<file path="config.mk">
export PLATFORM = sky130hd
export DESIGN_NAME = rv16_muldiv_seq
export DESIGN_NICKNAME = d
export VERILOG_FILES = /design/src/rtl/rv16_pkg.sv /design/src/rtl/rv16_muldiv_step.sv /design/src/rtl/rv16_muldiv_seq.sv
export SDC_FILE = /design/constraint.sdc
export NUM_CORES = 1
export LEC_CHECK = 0
export CAP_MARGIN = 10
export CORE_AREA = 2 2 166 168
export DETAILED_ROUTE_END_ITERATION = 6
export DIE_AREA = 0 0 168 170
export PLACE_DENSITY = 0.82
export SETUP_SLACK_MARGIN = 0.2
export SLEW_MARGIN = 5
export SYNTH_ARGS = -nofsm -noshare
export SYNTH_HDL_FRONTEND = slang
export SYNTH_SLANG_ARGS = --single-unit
</file>
<file path="constraint.sdc">
create_clock -name i_clk -period 3.6 [get_ports i_clk]
set_clock_uncertainty 0.2 [all_clocks]
set_input_delay 0.9 -clock i_clk [delete_from_list [all_inputs] [get_ports i_clk]]
set_output_delay 0.9 -clock i_clk [all_outputs]
set_load 0.02 [all_outputs]
</file>
<file path="src/rtl/rv16_pkg.sv">
// Shared RV16 core package: M-extension encodings, the mul/div sequencer
// state type and small decode helpers. The decoder, execute stage and the
// mul/div sequencer all import this package.
package rv16_pkg;

    // funct3 encodings of the M-extension operations
    localparam logic [2:0] F3_MUL    = 3'b000;
    localparam logic [2:0] F3_MULH   = 3'b001;
    localparam logic [2:0] F3_MULHSU = 3'b010;
    localparam logic [2:0] F3_MULHU  = 3'b011;
    localparam logic [2:0] F3_DIV    = 3'b100;
    localparam logic [2:0] F3_DIVU   = 3'b101;
    localparam logic [2:0] F3_REM    = 3'b110;
    localparam logic [2:0] F3_REMU   = 3'b111;

    // funct7 that marks an R-type instruction as an M-extension op
    localparam logic [6:0] F7_MULDIV     = 7'b0000001;
    // ALU-op code the decoder uses to route to the mul/div sequencer
    localparam logic [3:0] ALU_OP_MULDIV = 4'b1010;

    typedef enum logic [1:0] {
        MD_IDLE  = 2'd0,
        MD_CALC  = 2'd1,
        MD_FIXUP = 2'd2,
        MD_DONE  = 2'd3
    } md_state_t;

    // funct3[2] separates the divide group from the multiply group
    function automatic logic f3_is_div(input logic [2:0] f3);
        return f3[2];
    endfunction

    // within the divide group, funct3[1] selects remainder over quotient
    function automatic logic f3_is_rem(input logic [2:0] f3);
        return f3[2] & f3[1];
    endfunction

endpackage

</file>
<file path="src/rtl/rv16_muldiv_step.sv">
// One iteration of the shared shift/add/subtract datapath.
// Purely combinational.
//   is_div   : 1 = restoring-divide step, 0 = shift-add multiply step
//   acc_in   : {high, low} accumulator; multiply: partial product,
//              divide: {partial remainder, quotient bits so far}
//   a_in     : multiplicand (multiply) / dividend shift register (divide)
//   b_in     : multiplier shift register (multiply) / divisor (divide)
//   acc_out, a_out, b_out : values after this iteration
module rv16_muldiv_step #(
    parameter int unsigned W = 32
) (
    input  logic           is_div,
    input  logic [2*W-1:0] acc_in,
    input  logic [W-1:0]   a_in,
    input  logic [W-1:0]   b_in,
    output logic [2*W-1:0] acc_out,
    output logic [W-1:0]   a_out,
    output logic [W-1:0]   b_out
);

    logic [W:0]   pr;       // 33-bit trial partial remainder
    logic         ge;       // trial remainder >= divisor -> quotient bit 1
    logic [W-1:0] rem_nxt;
    logic [W-1:0] addend;
    logic [W:0]   sum;

    always_comb begin
        acc_out = acc_in;
        a_out   = a_in;
        b_out   = b_in;
        pr      = '0;
        ge      = 1'b0;
        rem_nxt = '0;
        addend  = '0;
        sum     = '0;
        if (is_div) begin
            // Shift the next dividend bit (MSB first) into the remainder.
            pr = {acc_in[2*W-1:W], a_in[W-1]};
            ge = pr[W] | (pr[W-1:0] >= b_in);
            // When ge holds, the true difference is below the divisor, so a
            // W-bit wrapping subtraction yields it exactly even if pr[W]=1.
            rem_nxt = ge ? (pr[W-1:0] - b_in) : pr[W-1:0];
            acc_out = {rem_nxt, acc_in[W-2:0], ge};
            a_out   = {a_in[W-2:0], 1'b0};
        end else begin
            // Add the multiplicand under the current multiplier LSB, then
            // shift the whole 65-bit {carry, product} right by one.
            addend  = b_in[0] ? a_in : '0;
            sum     = {1'b0, acc_in[2*W-1:W]} + {1'b0, addend};
            acc_out = {sum, acc_in[W-1:1]};
            b_out   = {1'b0, b_in[W-1:1]};
        end
    end

endmodule

</file>
<file path="src/rtl/rv16_muldiv_seq.sv">
// Iterative RV32M multiply/divide sequencer beside the execute-stage ALU.
// Ports:
//   i_clk, i_rst_n      : clock, synchronous active-low reset
//   i_start             : request, accepted only while o_ready=1
//   i_funct3            : M-op select, sampled at accept
//   i_rs1, i_rs2        : operands A / B, sampled at accept
//   i_rd                : destination tag, sampled at accept
//   i_kill              : flush, aborts any operation not yet in DONE
//   o_ready             : idle and able to accept
//   o_busy              : iterating or fixing up signs
//   o_done              : one-cycle completion pulse
//   o_result, o_rd      : registered result and tag, valid with o_done
module rv16_muldiv_seq
    import rv16_pkg::*;
#(
    parameter int unsigned XLEN = 32
) (
    input  logic            i_clk,
    input  logic            i_rst_n,
    input  logic            i_start,
    input  logic [2:0]      i_funct3,
    input  logic [XLEN-1:0] i_rs1,
    input  logic [XLEN-1:0] i_rs2,
    input  logic [4:0]      i_rd,
    input  logic            i_kill,
    output logic            o_ready,
    output logic            o_busy,
    output logic            o_done,
    output logic [XLEN-1:0] o_result,
    output logic [4:0]      o_rd
);

    localparam logic [XLEN-1:0] INT_MIN = {1'b1, {(XLEN-1){1'b0}}};

    md_state_t state, state_nxt;

    logic [4:0]        cnt;
    logic [2:0]        f3_q;
    logic [4:0]        rd_q;
    logic              sign_a, sign_b;
    logic [XLEN-1:0]   a_q, b_q;
    logic [2*XLEN-1:0] acc;
    logic [XLEN-1:0]   res_q;
    logic [4:0]        rd_out_q;

    logic [2*XLEN-1:0] acc_nxt;
    logic [XLEN-1:0]   a_nxt, b_nxt;

    // accept-time decode
    logic            accept;
    logic            a_signed, b_signed;
    logic            neg_a, neg_b;
    logic [XLEN-1:0] abs_a, abs_b;
    logic            div_zero, div_ovf, fast;
    logic [XLEN-1:0] fast_result;

    // fixup-time result selection
    logic [2*XLEN-1:0] prod_fix;
    logic [XLEN-1:0]   quo_fix, rem_fix, fix_result;

    assign accept = (state == MD_IDLE) && i_start && !i_kill;

    always_comb begin
        a_signed = 1'b0;
        b_signed = 1'b0;
        case (i_funct3)
            F3_MULH, F3_DIV, F3_REM: begin
                a_signed = 1'b1;
                b_signed = 1'b1;
            end
            F3_MULHSU: a_signed = 1'b1;
            default: ;
        endcase
        neg_a = a_signed & i_rs1[XLEN-1];
        neg_b = b_signed & i_rs2[XLEN-1];
        abs_a = neg_a ? (~i_rs1 + 1'b1) : i_rs1;
        abs_b = neg_b ? (~i_rs2 + 1'b1) : i_rs2;

        div_zero = f3_is_div(i_funct3) && (i_rs2 == '0);
        div_ovf  = ((i_funct3 == F3_DIV) || (i_funct3 == F3_REM)) &&
                   (i_rs1 == INT_MIN) && (i_rs2 == '1);
        fast     = div_zero | div_ovf;

        if (div_zero)
            fast_result = f3_is_rem(i_funct3) ? i_rs1 : '1;
        else
            fast_result = f3_is_rem(i_funct3) ? '0 : INT_MIN;
    end

    rv16_muldiv_step #(
        .W(XLEN)
    ) u_step (
        .is_div (f3_is_div(f3_q)),
        .acc_in (acc),
        .a_in   (a_q),
        .b_in   (b_q),
        .acc_out(acc_nxt),
        .a_out  (a_nxt),
        .b_out  (b_nxt)
    );

    // Operands were iterated as magnitudes; restore signs here. Sign flags
    // are only ever set for signed operands, so unsigned ops pass through.
    always_comb begin
        prod_fix = (sign_a ^ sign_b) ? (~acc + 1'b1) : acc;
        quo_fix  = (sign_a ^ sign_b) ? (~acc[XLEN-1:0] + 1'b1) : acc[XLEN-1:0];
        rem_fix  = sign_a ? (~acc[2*XLEN-1:XLEN] + 1'b1) : acc[2*XLEN-1:XLEN];
        case (f3_q)
            F3_MUL:                        fix_result = prod_fix[XLEN-1:0];
            F3_MULH, F3_MULHSU, F3_MULHU:  fix_result = prod_fix[2*XLEN-1:XLEN];
            F3_DIV, F3_DIVU:               fix_result = quo_fix;
            default:                       fix_result = rem_fix;
        endcase
    end

    // state register
    always_ff @(posedge i_clk) begin
        if (!i_rst_n)
            state <= MD_IDLE;
        else
            state <= state_nxt;
    end

    // next-state logic
    always_comb begin
        state_nxt = state;
        case (state)
            MD_IDLE:  if (accept) state_nxt = fast ? MD_DONE : MD_CALC;
            MD_CALC:  if (cnt == 5'd0) state_nxt = MD_FIXUP;
            MD_FIXUP: state_nxt = MD_DONE;
            MD_DONE:  state_nxt = MD_IDLE;
            default:  state_nxt = MD_IDLE;
        endcase
        // a result in DONE is already committed, so kill cannot retract it
        if (i_kill && (state != MD_DONE))
            state_nxt = MD_IDLE;
    end

    // outputs decoded from state
    always_comb begin
        o_ready = 1'b0;
        o_busy  = 1'b0;
        o_done  = 1'b0;
        case (state)
            MD_IDLE:           o_ready = 1'b1;
            MD_CALC, MD_FIXUP: o_busy  = 1'b1;
            MD_DONE:           o_done  = 1'b1;
            default: ;
        endcase
    end

    // datapath registers
    always_ff @(posedge i_clk) begin
        if (!i_rst_n) begin
            cnt      <= '0;
            f3_q     <= '0;
            rd_q     <= '0;
            sign_a   <= 1'b0;
            sign_b   <= 1'b0;
            a_q      <= '0;
            b_q      <= '0;
            acc      <= '0;
            res_q    <= '0;
            rd_out_q <= '0;
        end else if (accept) begin
            f3_q   <= i_funct3;
            rd_q   <= i_rd;
            sign_a <= neg_a;
            sign_b <= neg_b;
            a_q    <= abs_a;
            b_q    <= abs_b;
            acc    <= '0;
            cnt    <= 5'd31;
            if (fast) begin
                res_q    <= fast_result;
                rd_out_q <= i_rd;
            end
        end else if ((state == MD_CALC) && !i_kill) begin
            acc <= acc_nxt;
            a_q <= a_nxt;
            b_q <= b_nxt;
            cnt <= cnt - 5'd1;
        end else if ((state == MD_FIXUP) && !i_kill) begin
            res_q    <= fix_result;
            rd_out_q <= rd_q;
        end
    end

    assign o_result = res_q;
    assign o_rd     = rd_out_q;

endmodule
</file>
==> impl_metrics.ini <==
[setup_path]
worstSetupStartpointType = register
crit-reg2reg-launch = acc[1]
end_kind = register
crit_start = acc[1]
crit_arrival_ps = 3500
path_class = reg2reg
cp_data_required_time_ps = 3750
path_max_fanout = 5

[job]
drv_cap = 0

[power]
power_density_mw_per_mm2 = 339
p_leak_uw = 0.00835
total_power_uw = 6740
ir_drop_uv = 263

[yosys]
async_flop_share = 0
ys_seq_elements = 182
syn-cell-area_mm2 = 0.0162
yosys_warnings = 0
syn_area_per_cell_um2 = 7.33
synth.distinct_cells = 83
synth_edf_count = 0
synth-main-ff-cell = dfxtp_1
yosysSeqAreaShare = 0.225
synth_cells = 2205
syn-num-nets = 2359

[cts]
insertion_delay_ps = 460
cts_tree = yes
clock_sinks = 182
root_buffer = clkbuf_16
clk_pin_slew_ps = 80
cts_htree_levels = 4
cts_buffer_depth = 2
cts_made_buffers = 17

[floorplanning]
fp.dieArea_mm2 = 0.0286
pin_count = 116
start_util = 0.607
rows = 60
die_h_um = 170
fp.coreArea_mm2 = 0.0267
die_w_um = 168

[global_routing]
antenna_found_initial = 1
grt-ovfl-total = 0
grt_use_total = 0.410
grt_max_degree = 82
grt_pass1_wl_mm = 92.5
grt_pass1_vias = 16857

[placement]
post-place-ws_ps = -271
port_buffers = 115
gp_congestion = 1.02
placed_cell_area_mm2 = 0.0189
hpwlAfterDp_mm = 46.1

[timing]
holdWs_ps = 267
worst_slew_pin_slew_ps = 927
fmax_mhz = 298
hold_violations = 0
grt_setup_unrepaired = yes
setup_viol = 0
slew_headroom = 0.374
fin_setup_tns_ps = 0
slew_viol_final = 0
period_share = 0.931
fin_ws_ps = 249
period_needed_ps = 3350

[drt]
routed_wl_mm = 60.1
wl_per_cell_um = 21.9
viasPerCell = 6.61
first_pass_iters = 6
via_count = 18182
ant_nets = 0
drcViolationCount = 0
drt_iter0_markers = 2010

[cells_and_area]
areaGrowthSynthToFinish_pct = 22.9
drive_gt1_frac = 0.143
regArea_mm2 = 0.00366
post-route-cell-area_mm2 = 0.0199
nNetsFinal = 2549
multi_input_area_mm2 = 0.0118
num-fill-cells = 2045
num_antenna_cells = 0

[hold_path]
min_path_type = reg2reg
hold_start = o_result[24]

[status]
status = complete, no violations
[synthesized netlist by cell type, types with 24 or more instances]
cell | count | area [µm²]
nand2_1 | 208 | 781
dfxtp_1 | 182 | 3640
nor2_1 | 165 | 619
o21ai_0 | 157 | 786
clkbuf_1 | 145 | 544
a21oi_1 | 141 | 706
nand3_1 | 115 | 576
xnor2_1 | 99 | 867
xor2_1 | 87 | 762
ha_1 | 76 | 951
inv_1 | 74 | 278
nor3_1 | 66 | 330
o211ai_1 | 58 | 435
o211a_1 | 56 | 561
a211oi_1 | 53 | 398
mux2i_1 | 47 | 470
and2_1 | 43 | 269
a31oi_1 | 36 | 225
nand4_1 | 26 | 163
o31ai_1 | 24 | 180
[final cells by class]
cell class,instances,share of cell area
Clock buffer,18,0.0216
Clock inverter,14,0.00787
Inverter,75,0.0142
Multi-Input combinational cell,1770,0.592
Sequential cell,182,0.185
Tap cell,341,0.0215
Timing Repair Buffer,349,0.159
[power breakdown]
part | switching, µW | total [µW] | internal, µW | leakage (µW)
Combinational | 1480 | 2530 | 1050 | 0.00657
Sequential | 115 | 2260 | 2140 | 0.00149
Clock | 1020 | 1950 | 933 | 0.000283
Total | 2610 | 6740 | 4130 | 0.00835
[cell usage in the layout (no fill, tap or decap), types with 87 or more instances in the layout]
cell type,n
nor2_1,163
nand3_1,112
xor2_1,87
buf_4,216
o21ai_0,152
xnor2_1,98
nand2_1,207
clkdlybuf4s50_1,110
a21oi_1,136
dfxtp_1,169
[logic make-up (layout without fill, tap and decap cells)]
logic type	after synthesis	count (layout)	share of synthesized area
simple gates	754	754	0.229
compound gates	702	702	0.291
buf+inv	253	456	0.0615
xor+xnor	186	186	0.101
flops	182	182	0.225
fa+ha+maj	78	78	0.0613
mux	50	50	0.0312
[what timing repair did]
action	4_1_cts	5_1_grt
endpoints found under the setup margin	5	49
hold buffers	0	0
buffers inserted	2	9
pin swaps	1	16
hold endpoints to repair	0	0
resized for setup	8	56
gates cloned	1	3
[layer usage]
| layer | global-route usage | up-vias | routed length (µm) |
|---|---|---|---|
| met4 | 0.260 | 2 | 4070 |
| met3 | 0.0733 | 239 | 5480 |
| met2 | 0.676 | 1011 | 27400 |
| met1 | 0.497 | 8490 | 23100 |
| li1 | - | 8440 | - |
| met5 | 0 | - | 17 |
[critical path, cell delays in order (launching register included)]
cell	delay, ps
dfxtp_1	320
inv_1	120
ha_1	220
or4b_1	540
nor4_4	340
a31oi_1	170
xnor2_1	200
nor2_1	70
a2111oi_0	360
o31ai_1	150
a31oi_2	280
buf_4	190
o21ai_1	70
[state kept, by name, indices dropped and copies added, names as in the netlist]
register  flops
acc          64
a_q          32
b_q          32
o_result     32
cnt           5
o_rd          5
rd_q          5
f3_q          3
state         2
sign_a        1
sign_b        1
[worst paths after layout]
path                                     end  slack [ps]  depth (start not counted)
worst max-delay path            o_result[22]         250                         12
worst min-delay path            o_result[24]         270                          2
worst max register to register  o_result[22]         250                         12
worst min register to register  o_result[24]         270                          2
[metrics by stage]
step	utilization	instances
global route	0.745	2749
global placement	0.708	2702
CTS	0.732	2737
floorplan	-	2205
finish	0.745	2749
detailed placement	0.708	2702
No activity file was read; power rests on OpenSTA's default activity.
